--- src/rtl/reset_seq_ctrl_pkg.sv ---
// ============================================================================
// Module  : reset_seq_pkg
// Brief   : Shared states, widths and default parameters for reset_seq_ctrl.
// Rev     : 1.0
// ============================================================================
`default_nettype none

package reset_seq_pkg;

    typedef enum logic [2:0] {
        HOLD    = 3'd0,
        STRETCH = 3'd1,
        MEM_REL = 3'd2,
        RUN     = 3'd3,
        HALT    = 3'd4,
        TIMEOUT = 3'd5
    } state_e;

    localparam int RETIRE_W = 32;

    localparam int          SYNC_STAGES_DEF    = 2;
    localparam int          STRETCH_CYCLES_DEF = 16;
    localparam int          STAGGER_CYCLES_DEF = 4;
    localparam int          WDT_WIDTH_DEF      = 24;
    localparam logic [23:0] WDT_LIMIT_DEF      = 24'hFFFFFF;

endpackage

`default_nettype wire

--- src/rtl/reset_seq_ctrl_if.sv ---
// ============================================================================
// Module  : reset_seq_ctrl_if
// Brief   : Core-side handshake and status bundle for reset_seq_ctrl.
// Rev     : 1.0
// ============================================================================
`default_nettype none

interface reset_seq_ctrl_if;
    import reset_seq_pkg::*;

    logic                inst_done;
    logic                halt_req;
    logic                rst_mem;
    logic                rst_core;
    logic                running;
    logic                halted;
    logic                wdt_timeout;
    logic [RETIRE_W-1:0] retire_cnt;

    // master drives the core events and observes status (bench / core side)
    modport master (
        output inst_done, halt_req,
        input  rst_mem, rst_core, running, halted, wdt_timeout, retire_cnt
    );

    modport slave (
        input  inst_done, halt_req,
        output rst_mem, rst_core, running, halted, wdt_timeout, retire_cnt
    );

endinterface

`default_nettype wire

--- src/rtl/reset_seq_ctrl_reset_sync.sv ---
// ============================================================================
// Module  : reset_sync
// Brief   : Async-assert / sync-deassert reset flop chain.
// Rev     : 1.0
// ============================================================================
`default_nettype none

module reset_sync #(
    parameter int SYNC_STAGES = 2
) (
    input  wire logic clock,
    input  wire logic reset,
    output logic      rst_sync_o
);

    logic [SYNC_STAGES-1:0] chain_q;

    always_ff @(posedge clock or posedge reset) begin
        if (reset) begin
            chain_q <= '1;
        end else begin
            chain_q <= {chain_q[SYNC_STAGES-2:0], 1'b0};
        end
    end

    assign rst_sync_o = chain_q[SYNC_STAGES-1];

endmodule

`default_nettype wire

--- src/rtl/reset_seq_ctrl.sv ---
// ============================================================================
// Module  : reset_seq_ctrl
// Brief   : Staggered memory/core reset release plus run/halt/watchdog
//           supervision. Optional trace build: RESET_SEQ_TRACE_EN.
// Rev     : 1.0
// ============================================================================
`default_nettype none

module reset_seq_ctrl
    import reset_seq_pkg::*;
#(
    parameter int                   SYNC_STAGES    = SYNC_STAGES_DEF,
    parameter int                   STRETCH_CYCLES = STRETCH_CYCLES_DEF,
    parameter int                   STAGGER_CYCLES = STAGGER_CYCLES_DEF,
    parameter int                   WDT_WIDTH      = WDT_WIDTH_DEF,
    parameter logic [WDT_WIDTH-1:0] WDT_LIMIT      = WDT_WIDTH'(WDT_LIMIT_DEF)
) (
    input  wire logic         clock,
    input  wire logic         reset,
    reset_seq_ctrl_if.slave   bus
);

    localparam int SEQ_MAX = (STRETCH_CYCLES > STAGGER_CYCLES) ? STRETCH_CYCLES : STAGGER_CYCLES;
    localparam int SEQ_W   = $clog2(SEQ_MAX + 1);

    logic                 rst_sync;
    state_e               state_q,       state_d;
    logic [SEQ_W-1:0]     seq_cnt_q,     seq_cnt_d;
    logic [WDT_WIDTH-1:0] idle_q,        idle_d;
    logic [RETIRE_W-1:0]  retire_q,      retire_d;
    logic                 rst_mem_q,     rst_mem_d;
    logic                 rst_core_q,    rst_core_d;
    logic                 running_q,     running_d;
    logic                 halted_q,      halted_d;
    logic                 wdt_timeout_q, wdt_timeout_d;

    reset_sync #(
        .SYNC_STAGES (SYNC_STAGES)
    ) u_reset_sync (
        .clock      (clock),
        .reset      (reset),
        .rst_sync_o (rst_sync)
    );

    always_ff @(posedge clock or posedge reset) begin
        if (reset) begin
            state_q       <= HOLD;
            seq_cnt_q     <= '0;
            idle_q        <= '0;
            retire_q      <= '0;
            rst_mem_q     <= 1'b1;
            rst_core_q    <= 1'b1;
            running_q     <= 1'b0;
            halted_q      <= 1'b0;
            wdt_timeout_q <= 1'b0;
        end else begin
            state_q       <= state_d;
            seq_cnt_q     <= seq_cnt_d;
            idle_q        <= idle_d;
            retire_q      <= retire_d;
            rst_mem_q     <= rst_mem_d;
            rst_core_q    <= rst_core_d;
            running_q     <= running_d;
            halted_q      <= halted_d;
            wdt_timeout_q <= wdt_timeout_d;
        end
    end

    always_comb begin
        state_d       = state_q;
        seq_cnt_d     = seq_cnt_q;
        idle_d        = idle_q;
        retire_d      = retire_q;
        rst_mem_d     = rst_mem_q;
        rst_core_d    = rst_core_q;
        running_d     = running_q;
        halted_d      = halted_q;
        wdt_timeout_d = wdt_timeout_q;

        case (state_q)
            // The edge that sees the synchronizer low is already the first stretch edge.
            HOLD: begin
                if (!rst_sync) begin
                    state_d   = STRETCH;
                    seq_cnt_d = SEQ_W'(1);
                end
            end
            STRETCH: begin
                if (seq_cnt_q >= SEQ_W'(STRETCH_CYCLES - 1)) begin
                    state_d   = MEM_REL;
                    seq_cnt_d = '0;
                    rst_mem_d = 1'b0;
                end else begin
                    seq_cnt_d = seq_cnt_q + SEQ_W'(1);
                end
            end
            MEM_REL: begin
                if (seq_cnt_q >= SEQ_W'(STAGGER_CYCLES - 1)) begin
                    state_d    = RUN;
                    rst_core_d = 1'b0;
                    running_d  = 1'b1;
                end else begin
                    seq_cnt_d = seq_cnt_q + SEQ_W'(1);
                end
            end
            RUN: begin
                if (bus.inst_done && (retire_q != '1)) begin
                    retire_d = retire_q + RETIRE_W'(1);
                end
                // Halt outranks the watchdog; a retirement on the expiry edge rescues it.
                if (bus.halt_req) begin
                    state_d   = HALT;
                    halted_d  = 1'b1;
                    running_d = 1'b0;
                end else if (bus.inst_done) begin
                    idle_d = '0;
                end else if (idle_q == WDT_LIMIT) begin
                    state_d       = TIMEOUT;
                    wdt_timeout_d = 1'b1;
                    running_d     = 1'b0;
                    rst_core_d    = 1'b1;
                end else begin
                    idle_d = idle_q + WDT_WIDTH'(1);
                end
            end
            default: ;
        endcase
    end

    assign bus.rst_mem     = rst_mem_q;
    assign bus.rst_core    = rst_core_q;
    assign bus.running     = running_q;
    assign bus.halted      = halted_q;
    assign bus.wdt_timeout = wdt_timeout_q;
    assign bus.retire_cnt  = retire_q;

`ifdef RESET_SEQ_TRACE_EN
    logic [63:0] cycle_q;

    always_ff @(posedge clock or posedge reset) begin
        if (reset) begin
            cycle_q <= '0;
        end else begin
            cycle_q <= cycle_q + 64'd1;
        end
    end

    always_ff @(posedge clock) begin
        if (!reset && (state_d != state_q)) begin
            $display("[reset_seq_ctrl] cycle %0d -> %s", cycle_q + 64'd1, state_d.name());
            if ((state_d == HALT) || (state_d == TIMEOUT)) begin
                $display("[reset_seq_ctrl] retire_cnt %0d ipc_x100 %0d", retire_d,
                         (64'(retire_d) * 64'd100) / (cycle_q + 64'd1));
            end
        end
    end
`else
    // Netlist build: no cycle counter and no trace output.
`endif

endmodule

`default_nettype wire

--- src/flat_wrapper.sv ---
// flat-port wrapper written by rule: the top's interface ports become plain ports
module reset_seq_ctrl_flat import reset_seq_pkg::*;
#(
    parameter int                   SYNC_STAGES    = SYNC_STAGES_DEF,
    parameter int                   STRETCH_CYCLES = STRETCH_CYCLES_DEF,
    parameter int                   STAGGER_CYCLES = STAGGER_CYCLES_DEF,
    parameter int                   WDT_WIDTH      = WDT_WIDTH_DEF,
    parameter logic [WDT_WIDTH-1:0] WDT_LIMIT      = WDT_WIDTH'(WDT_LIMIT_DEF)
)
  (clock, reset, bus_inst_done, bus_halt_req, bus_rst_mem, bus_rst_core, bus_running, bus_halted, bus_wdt_timeout, bus_retire_cnt);
  reset_seq_ctrl_if bus_i ();
  input  wire logic clock;
  input  wire logic reset;
  input wire logic [$bits(bus_i.inst_done)-1:0] bus_inst_done;
  input wire logic [$bits(bus_i.halt_req)-1:0] bus_halt_req;
  output wire logic [$bits(bus_i.rst_mem)-1:0] bus_rst_mem;
  output wire logic [$bits(bus_i.rst_core)-1:0] bus_rst_core;
  output wire logic [$bits(bus_i.running)-1:0] bus_running;
  output wire logic [$bits(bus_i.halted)-1:0] bus_halted;
  output wire logic [$bits(bus_i.wdt_timeout)-1:0] bus_wdt_timeout;
  output wire logic [$bits(bus_i.retire_cnt)-1:0] bus_retire_cnt;
  assign bus_i.inst_done = bus_inst_done;
  assign bus_i.halt_req = bus_halt_req;
  assign bus_rst_mem = bus_i.rst_mem;
  assign bus_rst_core = bus_i.rst_core;
  assign bus_running = bus_i.running;
  assign bus_halted = bus_i.halted;
  assign bus_wdt_timeout = bus_i.wdt_timeout;
  assign bus_retire_cnt = bus_i.retire_cnt;
  reset_seq_ctrl #(.SYNC_STAGES(SYNC_STAGES), .STRETCH_CYCLES(STRETCH_CYCLES), .STAGGER_CYCLES(STAGGER_CYCLES), .WDT_WIDTH(WDT_WIDTH), .WDT_LIMIT(WDT_LIMIT)) u_core (.clock(clock), .reset(reset), .bus(bus_i));
endmodule
--- config.mk ---
export PLATFORM = sky130hd
export DESIGN_NAME = reset_seq_ctrl_flat
export DESIGN_NICKNAME = d
export VERILOG_FILES = /design/src/rtl/reset_seq_ctrl_pkg.sv /design/src/rtl/reset_seq_ctrl_if.sv /design/src/rtl/reset_seq_ctrl_reset_sync.sv /design/src/rtl/reset_seq_ctrl.sv /design/src/flat_wrapper.sv
export SDC_FILE = /design/constraint.sdc
export NUM_CORES = 1
export LEC_CHECK = 0
export ABC_AREA = 1
export ABC_CLOCK_PERIOD_IN_PS = 5000
export CORE_MARGIN = 2
export CORE_UTILIZATION = 60
export DETAILED_ROUTE_END_ITERATION = 12
export PLACE_DENSITY = 0.83
export REMOVE_ABC_BUFFERS = 1
export SLEW_MARGIN = 30
export SYNTH_ARGS = -nofsm -noshare
export SYNTH_HDL_FRONTEND = slang
export SYNTH_SLANG_ARGS = --single-unit
--- constraint.sdc ---
create_clock -name clock -period 5 [get_ports clock]
set_input_delay 1.5 -clock clock [delete_from_list [all_inputs] [get_ports clock]]
set_output_delay 1.5 -clock clock [all_outputs]
set_load 0.05 [all_outputs]
==> impl_metrics.env <==
export IMPL_hold_class="flop to flop"
export IMPL_endpoint_kind="flop"
export IMPL_synthTopCellsByArea="dfrtp_1, nand2_1, nor2_1, xnor2_1, nand3_1"
export IMPL_leakage_uw=0.00240
export IMPL_use_met1_pct=31.9
export IMPL_ys_flop_type="dfrtp_1"
export IMPL_std_cell_rows=31
export IMPL_place_inst=774
export IMPL_synth_edf_count=0
export IMPL_synth_compound_area_share_pct=5.67
export IMPL_clk_insertion_delay_late_ns=0.36
export IMPL_synth_seq_cells=71
export IMPL_critPathLaunchType="input port"
export IMPL_cts_tree="built"
export IMPL_worstSetupEndpoint="u_core.bus.retire_cnt[31]$_DFFE_PP0P_"
export IMPL_path_buf_inv=2
export IMPL_grt_pass1_vias=4038
export IMPL_fill_cells=587
export IMPL_synthTopCellsByCount="nand2_1, nor2_1, dfrtp_1"
export IMPL_drv_slew=0
export IMPL_worstMarginPinSlew_ns=0.744
export IMPL_die_width_microns=91.4
export IMPL_swShare_pct=21.6
export IMPL_synth_top_cell_area_share_pct=36.6
export IMPL_grtUsageTotal_pct=26.2
export IMPL_rsz0062_at_grt="false"
export IMPL_muxShareOfSynthArea_pct=0
export IMPL_grt_pass1_wl_mm=17.8
export IMPL_num_antenna_cells=0
export IMPL_p_switching_uw=257
export IMPL_detail_route_antenna_nets=0
export IMPL_avgSynthCellArea_sq_um=7.12
export IMPL_vias=4146
export IMPL_met2_usage_pct=45.2
export IMPL_synth_fa_ha_area_share_pct=1.09
export IMPL_path_delay_family="buffers and inverters"
export IMPL_root_buffer="clkbuf_8"
export IMPL_post_route_min_period_ns=3.44
export IMPL_io_pins=41
export IMPL_drc_errors=0
export IMPL_start_util_pct=62.6
export IMPL_clockBufferDepth=2
export IMPL_hold_path_depth=0
export IMPL_die_area_sq_um=8360
export IMPL_startpoint="bus_inst_done"
export IMPL_yosysMostFrequentCell="nand2_1"
export IMPL_core_sq_um=7330
export IMPL_critPathArrivalTime_ns=3.74
export IMPL_drt_first_pass_iters=4
export IMPL_finalHoldViolCount=0
export IMPL_synth_xor_area_share_pct=7.26
export IMPL_antenna_found_initial=0
export IMPL_synth_cells=644
export IMPL_reg2reg_to="u_core.bus.retire_cnt[31]$_DFFE_PP0P_"
export IMPL_skew_ns=0.00890
export IMPL_cap_violations=0
export IMPL_internal_power_uw=931
export IMPL_cts_resized=0
export IMPL_combPwrFrac_pct=2.3
export IMPL_viasPerCell=5.25
export IMPL_top_usage_layer="met2"
export IMPL_reg2reg_from="u_core.bus.retire_cnt[0]$_DFFE_PP0P_"
export IMPL_syn_to_final_growth_pct=14.8
export IMPL_wl_per_cell_microns=12.6
export IMPL_path_cells="clkdlybuf4s50_1 > inv_1 > nor2_8 > a21boi_4 > o21ai_0 > nand2_1"
export IMPL_worst_path_stages=6
export IMPL_slew_headroom_pct=50.4
export IMPL_setup_viol=0
export IMPL_rrSetupSlack_ns=2.83
export IMPL_power_density_nw_per_um2=226
export IMPL_grtUsageMet3_pct=4.07
export IMPL_clk_pin_slew_worst_paths_ns=0.08
export IMPL_fin_util_pct=71.8
export IMPL_portBuffers=40
export IMPL_hpwl_mm=7.18
export IMPL_r2r_worst_path_cells=8
export IMPL_gp_congestion=0.936
export IMPL_peakVddDrop_v=0.000158
export IMPL_ys_seq_area_share_pct=38.8
export IMPL_fin_crit_sh_pct=68.9
export IMPL_cts_setup_buffers=0
export IMPL_drt_initial_drc_count=169
export IMPL_status="finished clean"
export IMPL_path_class="input port to flop"
export IMPL_synth_largest_area_cell="dfrtp_1"
export IMPL_numCtsBuffers=9
export IMPL_required_ns=5.30
export IMPL_cts_max_level=3
export IMPL_fmax_mhz=290
export IMPL_yosysWarnings=0
export IMPL_clkPwrFrac_pct=48.6
export IMPL_synth_cell_types=35
export IMPL_slowest_stage="clkdlybuf4s50_1"
export IMPL_async_reset_ff_share_pct=100
export IMPL_cp_max_fo=26
export IMPL_seq_power_share_pct=49.1
export IMPL_cts_hold_buffers=0
export IMPL_cts_sinks=71
export IMPL_drive_above_1_share_pct=8.54
export IMPL_stdcell_count=790
export IMPL_layout_nets=694
export IMPL_synth_simple_area_share_pct=41.5
export IMPL_grt_max_degree=45
export IMPL_fin_tns_setup_ns=0
export IMPL_grt_overflow=0
export IMPL_synth_top_family_by_area="simple AND/OR/NAND/NOR gates"
export IMPL_postRouteWirelength_mm=9.95
export IMPL_die_h_microns=91.4
export IMPL_critPathMaxStageDelay_ns=0.67
export IMPL_synth_area_sq_um=4590
-- worst reg2reg max path, delay by kind of cell (launching register included) --
kind	cells	cell delay, ns
simple gates	4	0.52
compound gates	2	0.78
fa+ha+maj	1	0.31
buf+inv	1	0.07
flops	1	0.43
-- logic make-up after synthesis --
logic type	Yosys count
AO/OA/AOI/OAI	38
XOR/XNOR	38
adder cells (fa/ha/maj)	4
buffers and inverters	51
flip-flops	71
other	1
AND/OR/NAND/NOR	441
-- sequential cells by signal (all words and copies together) (netlist names) --
signal                       count
u_core.state_q                   3
u_core.bus.halted                1
u_core.bus.rst_core              1
u_core.u_reset_sync.chain_q      2
u_core.bus.retire_cnt           32
u_core.bus.rst_mem               1
u_core.idle_q                   24
u_core.bus.wdt_timeout           1
u_core.bus.running               1
u_core.seq_cnt_q                 5
-- per-stage QoR --
| stage | total power (uW) | cell area, sq um | worst slack [ns] | hold WS [ns] |
|---|---|---|---|---|
| 3_5_place_dp | 622 | 5020 | 1.17 | 0.349 |
| 3_3_place_gp | 622 | 5020 | 1.28 | 0.346 |
| 6_report | 1190 | 5270 | 1.56 | 0.360 |
| 2_1_floorplan | 611 | 4490 | 1.71 | 0.345 |
| 4_1_cts | 1190 | 5260 | 1.53 | 0.361 |
| 5_1_grt | 1220 | 5270 | 1.37 | 0.364 |
-- final cells by class --
class | instances | area (sq um) | area share (%)
Tap cell | 99 | 124 | 2.35
Clock inverter | 5 | 105 | 2.00
Inverter | 41 | 155 | 2.95
Sequential cell | 71 | 1780 | 33.8
Clock buffer | 11 | 141 | 2.69
Multi-Input combinational cell | 522 | 2550 | 48.4
Timing Repair Buffer | 41 | 408 | 7.75
-- power by group through the flow --
stage          logic [uW]  registers [uW]  clock network [uW]
2_1_floorplan        18.1             593                   0
3_3_place_gp         27.0             595                   0
3_5_place_dp         27.8             595                   0
4_1_cts              28.0             583                 581
5_1_grt              32.0             584                 606
6_report             26.8             584                 577
-- cells in the final DEF (no fill, tap or decap), types with 2 or more instances in the layout --
cell / netlist / routed
nor2_2: 4 / 4
dfrtp_1: 67 / 67
dfstp_2: 4 / 4
clkbuf_8: 0 / 10
inv_1: 40 / 39
nand2_1: 274 / 274
nand4_1: 7 / 7
nand3_1: 33 / 33
a21oi_1: 3 / 3
nand2_4: 5 / 5
a21boi_0: 3 / 3
bufinv_16: 0 / 3
nand2_2: 6 / 6
o21ai_2: 9 / 9
nor2_1: 98 / 98
clkinvlp_4: 0 / 2
nor2_4: 4 / 4
ha_1: 4 / 4
o21ai_0: 11 / 11
clkdlybuf4s50_1: 0 / 40
xor2_1: 18 / 18
o21ai_1: 5 / 5
o21bai_1: 4 / 4
nand3b_1: 2 / 2
nor2_8: 3 / 3
xnor2_1: 20 / 20
-- worst min-delay path by stage --
stage / slack [ns] / startpoint / to
2_1_floorplan: 0.35 / u_core.u_reset_sync.chain_q[0]$_DFF_PP1_ / u_core.u_reset_sync.chain_q[1]$_DFF_PP1_
4_1_cts: 0.36 / u_core.u_reset_sync.chain_q[0]$_DFF_PP1_ / u_core.u_reset_sync.chain_q[1]$_DFF_PP1_
3_3_place_gp: 0.35 / u_core.u_reset_sync.chain_q[0]$_DFF_PP1_ / u_core.u_reset_sync.chain_q[1]$_DFF_PP1_
5_1_grt: 0.36 / u_core.u_reset_sync.chain_q[0]$_DFF_PP1_ / u_core.u_reset_sync.chain_q[1]$_DFF_PP1_
3_5_place_dp: 0.35 / u_core.u_reset_sync.chain_q[0]$_DFF_PP1_ / u_core.u_reset_sync.chain_q[1]$_DFF_PP1_
6_report: 0.36 / u_core.u_reset_sync.chain_q[0]$_DFF_PP1_ / u_core.u_reset_sync.chain_q[1]$_DFF_PP1_
-- layer usage --
metal  routed length, microns  share of wire [%]
met5                        0                  0
met4                      292                2.9
met3                      475                4.8
met2                     4940                 50
met1                     4230                 43
Note: power is estimated with default switching activity, not from simulation.
